--- src/rtl/fetch_queue.sv ---
// Circular show-ahead instruction FIFO between fetch and decode, with single-cycle flush.
// Optional FETCH_QUEUE_PREDECODE_EN adds a per-entry control-flow flag (deq_is_ctrl_out).
module fetch_queue #(
  parameter int unsigned DEPTH = 8,
  localparam int unsigned CNT_W = $clog2(DEPTH + 1)
) (
  input  logic             clk_in,
  input  logic             rst_in,
  input  logic             flush_in,
  input  logic             enq_valid_in,
  output logic             enq_ready_out,
  input  logic [31:0]      enq_inst_in,
  input  logic [31:0]      enq_pc_in,
  output logic             deq_valid_out,
  input  logic             deq_ready_in,
  output logic [31:0]      deq_inst_out,
  output logic [31:0]      deq_pc_out,
`ifdef FETCH_QUEUE_PREDECODE_EN
  output logic             deq_is_ctrl_out,
`endif
  output logic [CNT_W-1:0] count_out
);

  localparam int unsigned PTR_W = $clog2(DEPTH);
  localparam int unsigned XLEN  = 32;
  localparam logic [CNT_W-1:0] FULL_CNT = CNT_W'(DEPTH);
  localparam logic [PTR_W-1:0] LAST_PTR = PTR_W'(DEPTH - 1);

  typedef struct packed {
`ifdef FETCH_QUEUE_PREDECODE_EN
    logic            is_ctrl;
`endif
    logic [XLEN-1:0] pc;
    logic [XLEN-1:0] inst;
  } entry_t;

  entry_t           mem [DEPTH];
  entry_t           head_entry;
  entry_t           enq_entry;
  logic [PTR_W-1:0] head;
  logic [PTR_W-1:0] tail;
  logic [CNT_W-1:0] count;
  logic             enq_fire;
  logic             deq_fire;
  logic             not_empty;

  // Handshakes: ready is purely state-based, valid is masked by flush
  always_comb begin
    not_empty     = (count != '0);
    enq_ready_out = (count != FULL_CNT);
    deq_valid_out = not_empty & ~flush_in;
    enq_fire      = enq_valid_in & enq_ready_out & ~flush_in;
    deq_fire      = deq_valid_out & deq_ready_in;
  end

  // Build the stored entry, including the predecoded control-flow flag when enabled
  always_comb begin
    enq_entry      = '0;
    enq_entry.pc   = enq_pc_in;
    enq_entry.inst = enq_inst_in;
`ifdef FETCH_QUEUE_PREDECODE_EN
    enq_entry.is_ctrl = (enq_inst_in[6:0] == 7'b1100011) ||
                        (enq_inst_in[6:0] == 7'b1101111) ||
                        (enq_inst_in[6:0] == 7'b1100111);
`endif
  end

  // Storage has no reset; empty-state outputs are forced to zero instead
  always_ff @(posedge clk_in) begin
    if (enq_fire) begin
      mem[tail] <= enq_entry;
    end
  end

  always_ff @(posedge clk_in or posedge rst_in) begin
    if (rst_in) begin
      head  <= '0;
      tail  <= '0;
      count <= '0;
    end else if (flush_in) begin
      head  <= '0;
      tail  <= '0;
      count <= '0;
    end else begin
      if (enq_fire) begin
        tail <= (tail == LAST_PTR) ? '0 : tail + PTR_W'(1);
      end
      if (deq_fire) begin
        head <= (head == LAST_PTR) ? '0 : head + PTR_W'(1);
      end
      count <= count + CNT_W'(enq_fire) - CNT_W'(deq_fire);
    end
  end

  // Show-ahead read of the head entry
  always_comb begin
    head_entry   = mem[head];
    deq_inst_out = not_empty ? head_entry.inst : '0;
    deq_pc_out   = not_empty ? head_entry.pc   : '0;
`ifdef FETCH_QUEUE_PREDECODE_EN
    deq_is_ctrl_out = not_empty ? head_entry.is_ctrl : 1'b0;
`endif
    count_out    = count;
  end

endmodule

--- config.mk ---
export PLATFORM = sky130hd
export DESIGN_NAME = fetch_queue
export DESIGN_NICKNAME = d
export VERILOG_FILES = /design/src/rtl/fetch_queue.sv
export SDC_FILE = /design/constraint.sdc
export NUM_CORES = 1
export LEC_CHECK = 0
export CAP_MARGIN = 20
export CORE_ASPECT_RATIO = 2
export CORE_MARGIN = 3
export CORE_UTILIZATION = 53
export DETAILED_ROUTE_END_ITERATION = 7
export HOLD_SLACK_MARGIN = 0.03
export PLACE_DENSITY_LB_ADDON = 0.08
export SLEW_MARGIN = 10
export SYNTH_ARGS = -nofsm -noshare
export SYNTH_HDL_FRONTEND = slang
export SYNTH_SLANG_ARGS = --single-unit
--- constraint.sdc ---
create_clock -name clk_in -period 10.6 [get_ports clk_in]
set_input_delay 2.12 -clock clk_in [delete_from_list [all_inputs] [get_ports clk_in]]
set_output_delay 2.12 -clock clk_in [all_outputs]
set_load 0.005 [all_outputs]
==> Word level (Yosys, flattened, before mapping) <==
Memories as Yosys holds them, arrays and structs flattened.
Cells that the tools add are included.
{ "word_totals": {"ramBits": 512, "n_memories": 1, "inputBits": 69, "reg_bits": 10, "wordCells": 30} }
{ "classes": {"eq_ne": 3, "reduce_logical": 3, "bitwise_logic": 5, "n_mux": 11, "add_sub_neg": 4} }
{ "mem_list": {"columns": ["memory", "depth", "word_bits", "rd", "rd_ports_with_merged_regs", "wr", "line", "source"], "rows": [
  ["mem", 8, 64, 1, 0, 1, "37", "entry_t mem [DEPTH];"]
]} }
{ "op_table": {"columns": ["cell", "n"], "rows": [
  ["2-to-1 mux 32 bit", 2],
  ["2-to-1 mux 3 bit", 6],
  ["adder 3 x 1 -> 3 bit, second input constant", 2],
  ["== test 3 bit, second input constant", 2],
  ["adder 4 x 1 -> 4 bit", 1],
  ["AND 1 bit", 4],
  ["2-to-1 mux 4 bit", 1],
  ["inequality test 4 bit, second input constant", 1],
  ["nonzero test 2 bit", 2],
  ["nonzero test 4 bit", 1],
  ["subtractor 4 x 1 -> 4 bit", 1],
  ["2-to-1 mux 1 bit", 2],
  ["NOT 1 bit", 1]
]} }

==> Longest topological paths before layout <==
{ "logic_depth": {"word_depth": 6, "mapped_depth": 11, "mapped_depth_nobuf": 10} }

==> Worst setup path before layout <==
No wires, ideal clock.
{ "synth_timing": {"path_kind": "input -> register", "start": "input enq_valid_in", "end": "memory mem[0][0] (netlist name), enable pin", "arrival_ns": 8.685, "stages": 4, "slack_ns": 1.272, "n_path_buf": 1, "setup_ns": 0.644, "path_cell_list": "inv_2 > or3_1 > clkbuf_1 > nor4_1"} }
{ "synth_between": {"elab_chain_cells": 4} }
{ "synth_lines": {"columns": ["element", "line", "source"], "rows": [
  ["start: declaration", "10", "input logic enq_valid_in,"],
  ["AND 1 bit (2 in a row)", "52", "enq_fire = enq_valid_in & enq_ready_out & ~flush_in;"],
  ["2-to-1 mux 1 bit", "70", "if (enq_fire) begin"],
  ["2-to-1 mux 1 bit (not written as such)", "71", "mem[tail] <= enq_entry;"],
  ["end: declaration", "37", null]
]} }
No other way between the ends.

==> Worst setup path after layout <==
{ "layout_timing": {"start": "register head[1]", "end": "output deq_inst_out[2]"} }
{ "layout_between": {"elab_chain_cells": 2} }
{ "layout_lines": {"columns": ["element", "line", "source"], "rows": [
  ["start: declaration", "40", "logic [PTR_W-1:0] head;"],
  ["start signal: assignment", "89", "head <= (head == LAST_PTR) ? '0 : head + PTR_W'(1);"],
  ["memory read (8 x 64 bit)", null, null],
  ["2-to-1 mux 32 bit", "98", "deq_inst_out = not_empty ? head_entry.inst : '0;"],
  ["end: declaration", "16", "output logic [31:0] deq_inst_out,"]
]} }
No other way between the ends.

==> reports/results.ini <==
[run_status]
status = complete, no violations

[run]
maxCapViolations = 0

[worst_setup_path]
critPathLaunchType = flip-flop
critPathKind = reg2out
path_max_fanout = 59
endpoint_kind = output port
crit_required_ps = 8480
crit_chain = buf_4, buf_4, mux4_2, a22o_1, clkdlybuf4s50_1
r2r_cells = 6
r2r-start = count_out[2]
critPathMostFrequentCell = buf_4
reg2reg_slack_ps = 7120
crit_path_max_incr_delay_ps = 780
cp_slowest_cell = buf_4
r2r-end = mem[0][45]
cp.arrival_ps = 4020

[sta]
setup_violations = 0
rsz0062_at_grt = false
holdWs_ps = 649
fin_tns_setup_ps = 0
finalCritPeriodShare_pct = 57.9
min_period_ps = 6140
hold_violations = 0
slew_headroom_pct = 27.9
fmax_mhz = 163
tightestPinTransition_ps = 1080
drv_slew = 0
skew_ps = 16.8

[clock_network]
clkSinkCount = 522
cts_buffers = 44
cts_hold_buf = 0
cts_max_level = 2
clk_pin_slew_worst_paths_ps = 70
cts-resized-gates = 0
cts_tree = built
clock_latency_ps = 550
cts_buffer_depth = 3
cts_setup_buffers = 0
cts_root_buf = clkbuf_16

[yosys]
synth_cells = 824
netlist_area_mm2 = 0.0198
yosysWarnings = 0
yosys-top-cells-area = edfxtp_1, mux4_2, a22o_1
synth_async_sr_flop_share_pct = 1.92
yosysTopAreaCellShare_pct = 77.8
syn_avg_cell_area_um2 = 24.0
synth_seq_area_share_pct = 79.0
synth_fp_nets = 904
synth_flop_cell = edfxtp_1
ys_seq_elements = 522
synth_largest_area_cell = edfxtp_1
synth_edf_count = 512
synth_cell_types = 34

[drt]
route.met3.wl_mm = 1.94
remaining_drc_errors = 0
top_layer = met4
met2WireLength_mm = 22.7
wl_per_cell_um = 27.8
first_pass_iters = 5
ant_nets = 0
wl_met1_mm = 15.3
vias = 9087
wl_mm = 40.9
post_drt_via_cell_ratio = 6.19
drt_iter0_markers = 670

[cells_and_area]
fin_nets = 1061
layout-drive-gt1-share_pct = 21.4
layout-area-overhead-vs-synth_pct = 16.8
final_util_pct = 63.0
layout_common_cells = edfxtp_1, clkdlybuf4s50_1, mux4_2
final_common_cell = edfxtp_1
fillers = 2443
instances_no_fill = 1469

[floorplanning]
placeableCoreArea_mm2 = 0.0367
die_area_mm2 = 0.0398
initial_core_util_pct = 53.9
io_pins = 139
die_y_um = 279
die_x_um = 143
rows = 99

[power]
powerDensity_mw_per_mm2 = 223
peakVddDrop_uv = 183
leakage_uw = 0.00723

[min_path]
min-delay-start = head[2]
hold_path_class = reg2reg
whs_path_depth = 2
whs_endpoint = head[2]

[grt]
grt_max_degree = 60
grt_usage_pct = 21.0
antenna_found_initial = 3
first_global_vias = 9984
grt_overflow = 0
grt_pass1_wl_mm = 61.7

[placement]
place_inst = 1388
io_buffers = 138
dpl.hpwl_mm = 21.9
routabilityCongestion = 0.737

[area by class of cell]
| cell class | count | area [µm²] | share of cell area (%) |
|---|---|---|---|
| diodes | 3 | 7.51 | 0.0325 |
| clock buffers | 54 | 1160 | 5.02 |
| clock inverters | 23 | 240 | 1.04 |
| inverters | 9 | 33.8 | 0.146 |
| multi-input cells | 249 | 3930 | 17.0 |
| flip-flops and latches | 522 | 15600 | 67.7 |
| well taps | 454 | 568 | 2.46 |
| repair buffers | 155 | 1530 | 6.62 |
[critical path, delay by kind of cell, from the launching register on]
family	cells	cell delay, ps
buf+inv	3	1980
flops	1	660
mux	1	400
compound gates	1	330
[how the worst max path moves through the flow]
stage	from	end	slack, ps	depth (start not counted)
after floorplan	enq_valid_in	mem[0][0]	1270	4
after global placement	head[0]	deq_pc_out[7]	4990	4
after detailed placement	head[0]	deq_pc_out[6]	4930	4
after CTS	head[0]	deq_pc_out[6]	4330	4
after global routing	head[1]	deq_inst_out[2]	4340	5
final	head[1]	deq_inst_out[2]	4460	5
[per-layer routing]
layer | GRT usage (%) | up-vias
li1 | - | 3860
met1 | 26.0 | 4903
met2 | 38.0 | 271
met3 | 3.31 | 53
met4 | 6.00 | 0
met5 | 0 | -
[cells by family (layout without fill, tap and decap cells)]
kind of cell,after synthesis,in the layout,synth area share [%]
flip-flops,522,522,79.0
multiplexers,129,129,14.6
buffers and inverters,53,241,1.42
other,0,3,0
XOR/XNOR,1,1,0.0443
AO/OA/AOI/OAI,78,78,3.20
AND/OR/NAND/NOR,30,30,0.937
adder cells (fa/ha/maj),11,11,0.734
[where the power goes]
part | switching [µW] | internal, µW | leakage, µW
clock | 682 | 899 | 0.000680
sequential | 42.9 | 2330 | 0.00475
combinational | 537 | 664 | 0.00180
[cells in the mapped netlist, types with 2 or more instances]
cell type	n
nand4b_1	2
a21oi_1	7
inv_1	7
a22o_1	64
mux4_2	128
edfxtp_1	512
dfrtp_1	10
nor2_1	7
nor2b_1	4
or3_1	2
o21ai_0	6
nor3_1	5
ha_1	10
buf_6	9
buf_1	4
nand2b_1	2
buf_2	5
clkbuf_1	23
buf_4	2
[sequential cells by signal, indices dropped and copies added, names as in the netlist]
signal / count
count_out: 4
head: 3
tail: 3
mem: 512
[metrics by stage]
step                      worst slack, ps  total power [µW]  instance area (µm²)
after floorplan                      1270              3090                19800
after global placement               4990              3610                21700
after detailed placement             4930              3640                21700
after CTS                            4330              5220                23100
after global routing                 4340              5370                23100
final                                4460              5160                23100
Note: power is estimated with default switching activity, not from simulation.
